File: src/rtl/reg_restore_bram.sv
// reg_restore_bram: reloads the GPR file from a snapshot held in BRAM.
// A rising edge on rd_en_i reads GPR_NUM consecutive words starting at
// BASE_ADDR. Each word is written into the matching GPR through the register
// file's write port. r0 is hard zero, so its word is read but never written.
module reg_restore_bram #(
  parameter int          GPR_NUM   = 32,
  parameter int          GPR_ADR   = 5,
  parameter int          GPR_BIT   = 32,
  parameter int          RD_LAT    = 1,
  parameter logic [31:0] BASE_ADDR = 32'h0
) (
  input  logic               clk,
  input  logic               rst,
  input  logic               rd_en_i,
  output logic               ram_clk,
  output logic               ram_rst,
  output logic               ram_en,
  output logic [3:0]         ram_we,
  output logic [31:0]        ram_addr,
  output logic [GPR_BIT-1:0] ram_wr_data,
  input  logic [GPR_BIT-1:0] ram_rd_data,
  output logic               gpr_we,
  output logic [GPR_ADR-1:0] gpr_addr,
  output logic [GPR_BIT-1:0] gpr_wd,
  output logic               busy,
  output logic               done
);

  // One extra bit so the counter can hold GPR_NUM and never wraps inside a restore
  localparam int CNT_W = GPR_ADR + 1;

  typedef enum logic [1:0] {
    S_IDLE,
    S_ISSUE,
    S_DRAIN,
    S_DONE
  } state_t;

  state_t             state_q, state_d;
  logic [CNT_W-1:0]   cnt_q, cnt_d;
  logic               rd_en_q, rd_en_d;
  logic               start;

  logic [RD_LAT-1:0]  pipe_vld_q, pipe_vld_d;
  logic [GPR_ADR-1:0] pipe_idx_q [RD_LAT];
  logic [GPR_ADR-1:0] pipe_idx_d [RD_LAT];

  logic               gpr_we_q, gpr_we_d;
  logic [GPR_ADR-1:0] gpr_addr_q, gpr_addr_d;
  logic [GPR_BIT-1:0] gpr_wd_q, gpr_wd_d;

  assign rd_en_d = rd_en_i;
  assign start   = rd_en_i & ~rd_en_q;

  // Sequencer: IDLE -> ISSUE for GPR_NUM reads -> DRAIN until the last word lands -> DONE
  always_comb begin
    state_d = state_q;
    cnt_d   = cnt_q;
    case (state_q)
      S_IDLE: begin
        cnt_d = '0;
        if (start) begin
          state_d = S_ISSUE;
        end
      end
      S_ISSUE: begin
        if (cnt_q == CNT_W'(GPR_NUM - 1)) begin
          state_d = S_DRAIN;
          cnt_d   = '0;
        end else begin
          cnt_d = cnt_q + CNT_W'(1);
        end
      end
      S_DRAIN: begin
        if (cnt_q == CNT_W'(RD_LAT)) begin
          state_d = S_DONE;
          cnt_d   = '0;
        end else begin
          cnt_d = cnt_q + CNT_W'(1);
        end
      end
      S_DONE: begin
        state_d = S_IDLE;
        cnt_d   = '0;
      end
      default: begin
        state_d = S_IDLE;
        cnt_d   = '0;
      end
    endcase
  end

  // Index pipeline that travels alongside the BRAM read, plus the write-port stage
  always_comb begin
    pipe_vld_d    = pipe_vld_q;
    pipe_idx_d    = pipe_idx_q;
    pipe_vld_d[0] = (state_q == S_ISSUE);
    pipe_idx_d[0] = cnt_q[GPR_ADR-1:0];
    for (int k = 1; k < RD_LAT; k++) begin
      pipe_vld_d[k] = pipe_vld_q[k-1];
      pipe_idx_d[k] = pipe_idx_q[k-1];
    end
    gpr_we_d   = pipe_vld_q[RD_LAT-1] && (pipe_idx_q[RD_LAT-1] != '0);
    gpr_addr_d = gpr_addr_q;
    gpr_wd_d   = gpr_wd_q;
    if (gpr_we_d) begin
      gpr_addr_d = pipe_idx_q[RD_LAT-1];
      gpr_wd_d   = ram_rd_data;
    end
  end

  // State registers; reset aborts a restore at once and drops any in-flight writes
  always_ff @(posedge clk) begin
    if (rst) begin
      state_q    <= S_IDLE;
      cnt_q      <= '0;
      rd_en_q    <= 1'b1;
      pipe_vld_q <= '0;
      for (int k = 0; k < RD_LAT; k++) begin
        pipe_idx_q[k] <= '0;
      end
      gpr_we_q   <= 1'b0;
      gpr_addr_q <= '0;
      gpr_wd_q   <= '0;
    end else begin
      state_q    <= state_d;
      cnt_q      <= cnt_d;
      rd_en_q    <= rd_en_d;
      pipe_vld_q <= pipe_vld_d;
      for (int k = 0; k < RD_LAT; k++) begin
        pipe_idx_q[k] <= pipe_idx_d[k];
      end
      gpr_we_q   <= gpr_we_d;
      gpr_addr_q <= gpr_addr_d;
      gpr_wd_q   <= gpr_wd_d;
    end
  end

  assign ram_clk     = clk;
  assign ram_rst     = rst;
  assign ram_we      = 4'b0000;
  assign ram_wr_data = '0;
  assign ram_en      = (state_q == S_ISSUE);
  assign ram_addr    = ram_en ? (BASE_ADDR + 32'({cnt_q, 2'b00})) : BASE_ADDR;

  assign gpr_we   = gpr_we_q;
  assign gpr_addr = gpr_addr_q;
  assign gpr_wd   = gpr_wd_q;

  assign busy = (state_q == S_ISSUE) || (state_q == S_DRAIN);
  assign done = (state_q == S_DONE);

endmodule
File: config.mk
export PLATFORM = sky130hd
export DESIGN_NAME = reg_restore_bram
export DESIGN_NICKNAME = d
export VERILOG_FILES = /design/src/rtl/reg_restore_bram.sv
export SDC_FILE = /design/constraint.sdc
export NUM_CORES = 1
export LEC_CHECK = 0
export CORE_ASPECT_RATIO = 0.8
export CORE_MARGIN = 2
export CORE_UTILIZATION = 38
export CTS_CLUSTER_DIAMETER = 50
export DETAILED_ROUTE_END_ITERATION = 10
export PLACE_DENSITY = 0.81
export SLEW_MARGIN = 30
export SYNTH_ARGS = -nofsm -noshare
export SYNTH_HDL_FRONTEND = slang
export SYNTH_SLANG_ARGS = --single-unit
File: constraint.sdc
create_clock -name clk -period 2.02 [get_ports clk]
set_clock_uncertainty 0.1 [all_clocks]
set_input_delay 0.505 -clock clk [delete_from_list [all_inputs] [get_ports clk]]
set_output_delay 0.505 -clock clk [all_outputs]
set_load 0.1 [all_outputs]
# == Word-level counts from Yosys, hierarchy flattened ==
# Cells that the tools add are included.
# totals
output_inout_bits,111
wordCells,33
regBits,53
in_bits,35
# classes
n_addsub,1
n_reduce_logical,6
n_mux,8
n_bitwise,2
n_eq_ne,8
# ops
operator,n
$pmux W6 S3,1
$mux W6,2
$mux W8,1
$pmux W2 S4,1
$add A6 B1 Y6 const B,1
$eq A6 B1 Y1 const B,1
$eq A6 B5 Y1 const B,1
$mux W2,3
$reduce_bool A5 Y1,1
$eq A2 B2 Y1 const B,2
$ne A2 B2 Y1 const B,2
$reduce_and A3 Y1,1
$eq A2 B1 Y1 const B,1
$logic_not A2 Y1,1
$ne A2 B1 Y1 const B,1
$reduce_or A2 Y1,1
$and A1 B1 Y1,1
$logic_and A1 B1 Y1,1
$logic_or A1 B1 Y1,1
$not A1 Y1,1

# == Logic depth before layout (Yosys ltp) ==
# logic_depth
ltp_word,4
ltp_mapped,6
depth_no_buf,6

==> reports/qor.txt <==
Initial antenna violation count - 0
Die height - 76.04 um
1st-iter DRT viols - 57
Fillcell total - 537
WP data required - 1.41 ns
Vias in the first global route - 1956
Layout overhead on the synthesized area - 57.16%
Final worst slack - -0.01561 ns
Core footprint - 6344 um^2
R2r endpoint - cnt_q[2]
P_leak - 1.545 nW
Hold Crit Class - in -> reg
Reg2reg setup slack - 0.21 ns
RSZ-0062 raised after global routing - true
Max Cap Viol - 0
Dpl hpwl - 4.005 mm
Final nets - 427
R2R depth - 5
Reg2reg start - cnt_q[0]
Post-Syn Area - 2465 um^2
Initial core utilization - 38.86%
Post-Syn Area per Cell - 8.244 um^2
Final setup viols - 6
Worst Hold End - state_q[1]
GR Overflow Total - 0
CTS tree - built
Final Hold Viols - 0
DRT Pass-1 Iters - 4
Wire per inst - 11.89 um
Routability Congestion - 0.7579
Max Fclk - 491.3 MHz
Largest net degree at the start of global routing - 39
Crit path time final - 2.036 ns
Synthesis Warnings - 0
Via count - 2004
Sequential area share after synthesis - 43.05%
Crit path capture type - primary output
WS Path Type - reg -> out
# diodes - 0
I/O pin count - 146
Reg clk slew, reported paths - 0.09 ns
Outcome - complete, but fails checks
Final wirelength - 5.600 mm
CP Launch Type - register
Die X-Extent - 94.05 um
Failing checks - setup timing
Remaining antenna violation count after routing - 0
Gr usage total - 15.76%
DRC viols - 0
Arr. time, crit path - 1.43 ns
PD cells - 910.3 nW/um^2
Flops & latches, synth - 53
Mapped Cells - 299
Multi-input gate area - 1104 um^2
Layout cell share with drive strength beyond 1 - 22.22%
Area taken by flip-flops and latches - 1064 um^2
Tcrit/Tclk final - 100.8%
Worst vdd ir - 1089 uV
First-pass GRT wire length - 8.928 mm
Distinct cells, synth - 31
Hold Path Cell Cnt - 2
# hold bufs at CTS - 0
Via density - 4.255
Crit-path max FO - 5
Site Rows - 26
Pre-CTS setup slack - -0.5346 ns
Number of buffers inserted by port buffering - 83
Worst skew pair latency - 0.40 ns
Pwr Total - 0.003526 W
Hold Startpoint - rst
Max-slew violations - 0
Die footprint - 7151 um^2
routing by layer:
metal | vias up | track usage (%) | part of all wire, % | routed length, um
met2 | 74 | 28.00 | 53 | 2971
met3 | 5 | 4.352 | 5.7 | 320
met1 | 927 | 17.92 | 40 | 2254
met4 | 0 | 5.652 | 0.96 | 54
met5 | - | 0 | 0 | 0
li1 | 998 | - | - | -
how the worst max path moves through the flow:
stage,to,from,cells after the start,slack (ns)
floorplan,ram_addr[2],state_q[1],3,-0.13
global placement,ram_clk,clk,1,-0.53
detailed placement,ram_clk,clk,1,-0.53
CTS,ram_addr[2],state_q[1],5,-0.02
global route,ram_addr[2],state_q[1],5,-0.05
finish,ram_addr[2],state_q[1],5,-0.02
what timing repair did:
| action | 4_1_cts | 5_1_grt |
|---|---|---|
| setup endpoints to repair | 8 | 8 |
| buffers inserted | 6 | 1 |
| pin swaps | 1 | 1 |
| resized for setup | 22 | 1 |
cell usage in the layout, fill, tap and decap left out, drive strengths merged:
cell type      count
nand2             74
conb              62
buf               61
dfxtp             53
a21oi             37
clkdlybuf4s50     33
nor2              12
clkbuf            10
and2               6
nor2b              6
ha                 6
inv                3
o21a               2
nand4              2
nand2b             2
a22oi              2
o31ai              2
xnor2              2
o21ai              2
or4                1
and3               1
o41a               1
a31o               1
nor3               1
a2bb2oi            1
nand3              1
xor2               1
or2                1
bufinv             1
through the flow:
step | setup TNS, ns | std cells | cell area (um^2) | hold slack, ns | util, %
floorplan | -0.7938 | 360 | 2704 | 0.3312 | -
global placement | -0.5346 | 454 | 3607 | 0.3532 | 56.86
detailed placement | -0.5346 | 454 | 3607 | 0.3620 | 56.86
CTS | -0.1128 | 471 | 3876 | 0.3030 | 61.10
global route | -0.2899 | 471 | 3874 | 0.3161 | 61.07
finish | -0.06901 | 471 | 3874 | 0.3078 | 61.07
worst max-delay path: stages, from the launching register on:
cell and delay [ns]:
dfxtp_2 0.36, inv_4 0.05, ha_4 0.17, buf_12 0.13, and2_4 0.16, buf_12 0.16
cell usage after synthesis, drive strengths merged:
master | n | area (um^2)
nand3 | 1 | 5.000
nor2 | 12 | 45.04
or4 | 1 | 11.26
and3 | 1 | 6.260
xnor2 | 2 | 17.52
nor3 | 1 | 5.000
a21oi | 37 | 185.2
or2 | 1 | 6.260
conb | 1 | 3.750
a22oi | 2 | 15.01
o41a | 1 | 11.26
o21ai | 2 | 13.76
nor2b | 6 | 37.54
o21a | 2 | 15.01
buf | 70 | 528.0
nand2b | 2 | 12.51
nand2 | 74 | 277.8
and2 | 6 | 37.54
nand4 | 2 | 12.51
clkbuf | 8 | 30.03
inv | 3 | 11.26
ha | 6 | 75.07
a31o | 1 | 8.760
dfxtp | 53 | 1061
a2bb2oi | 1 | 8.760
o31ai | 2 | 15.01
xor2 | 1 | 8.760
kinds of logic (layout without fill, tap and decap cells):
family	after synthesis	count (layout)	synth area share (%)
other	1	62	0.1521
adders and majority gates	6	6	3.046
and+or+nand+nor	107	107	18.53
DFF	53	53	43.05
AOI/OAI and AO/OA	48	48	11.07
buffers and inverters	81	108	23.10
xor gates and xnor gates	3	3	1.066
where the power goes:
group          switching [W]  internal [W]  total (W)  leakage [nW]
sequential         0.0000453       0.00108    0.00113         0.428
clock               0.000513      0.000581    0.00109        0.0852
combinational       0.000933      0.000372    0.00131          1.03
total                0.00149       0.00204    0.00353          1.54
cell type report:
cell class,instances,area share [%]
Clock buffer,10,3.585
Clock inverter,1,0.7752
Inverter,3,0.3553
Multi-Input combinational cell,226,28.49
Sequential cell,53,27.45
Tap cell,84,2.713
Timing Repair Buffer,94,36.63
state kept, by name, indices dropped and copies added, names as in the netlist:
register / count
rd_en_q: 1
cnt_q: 6
pipe_idx_q: 5
state_q: 2
pipe_vld_q: 1
gpr_we: 1
gpr_addr: 5
gpr_wd: 32
Note: power is estimated with default switching activity, not from simulation.
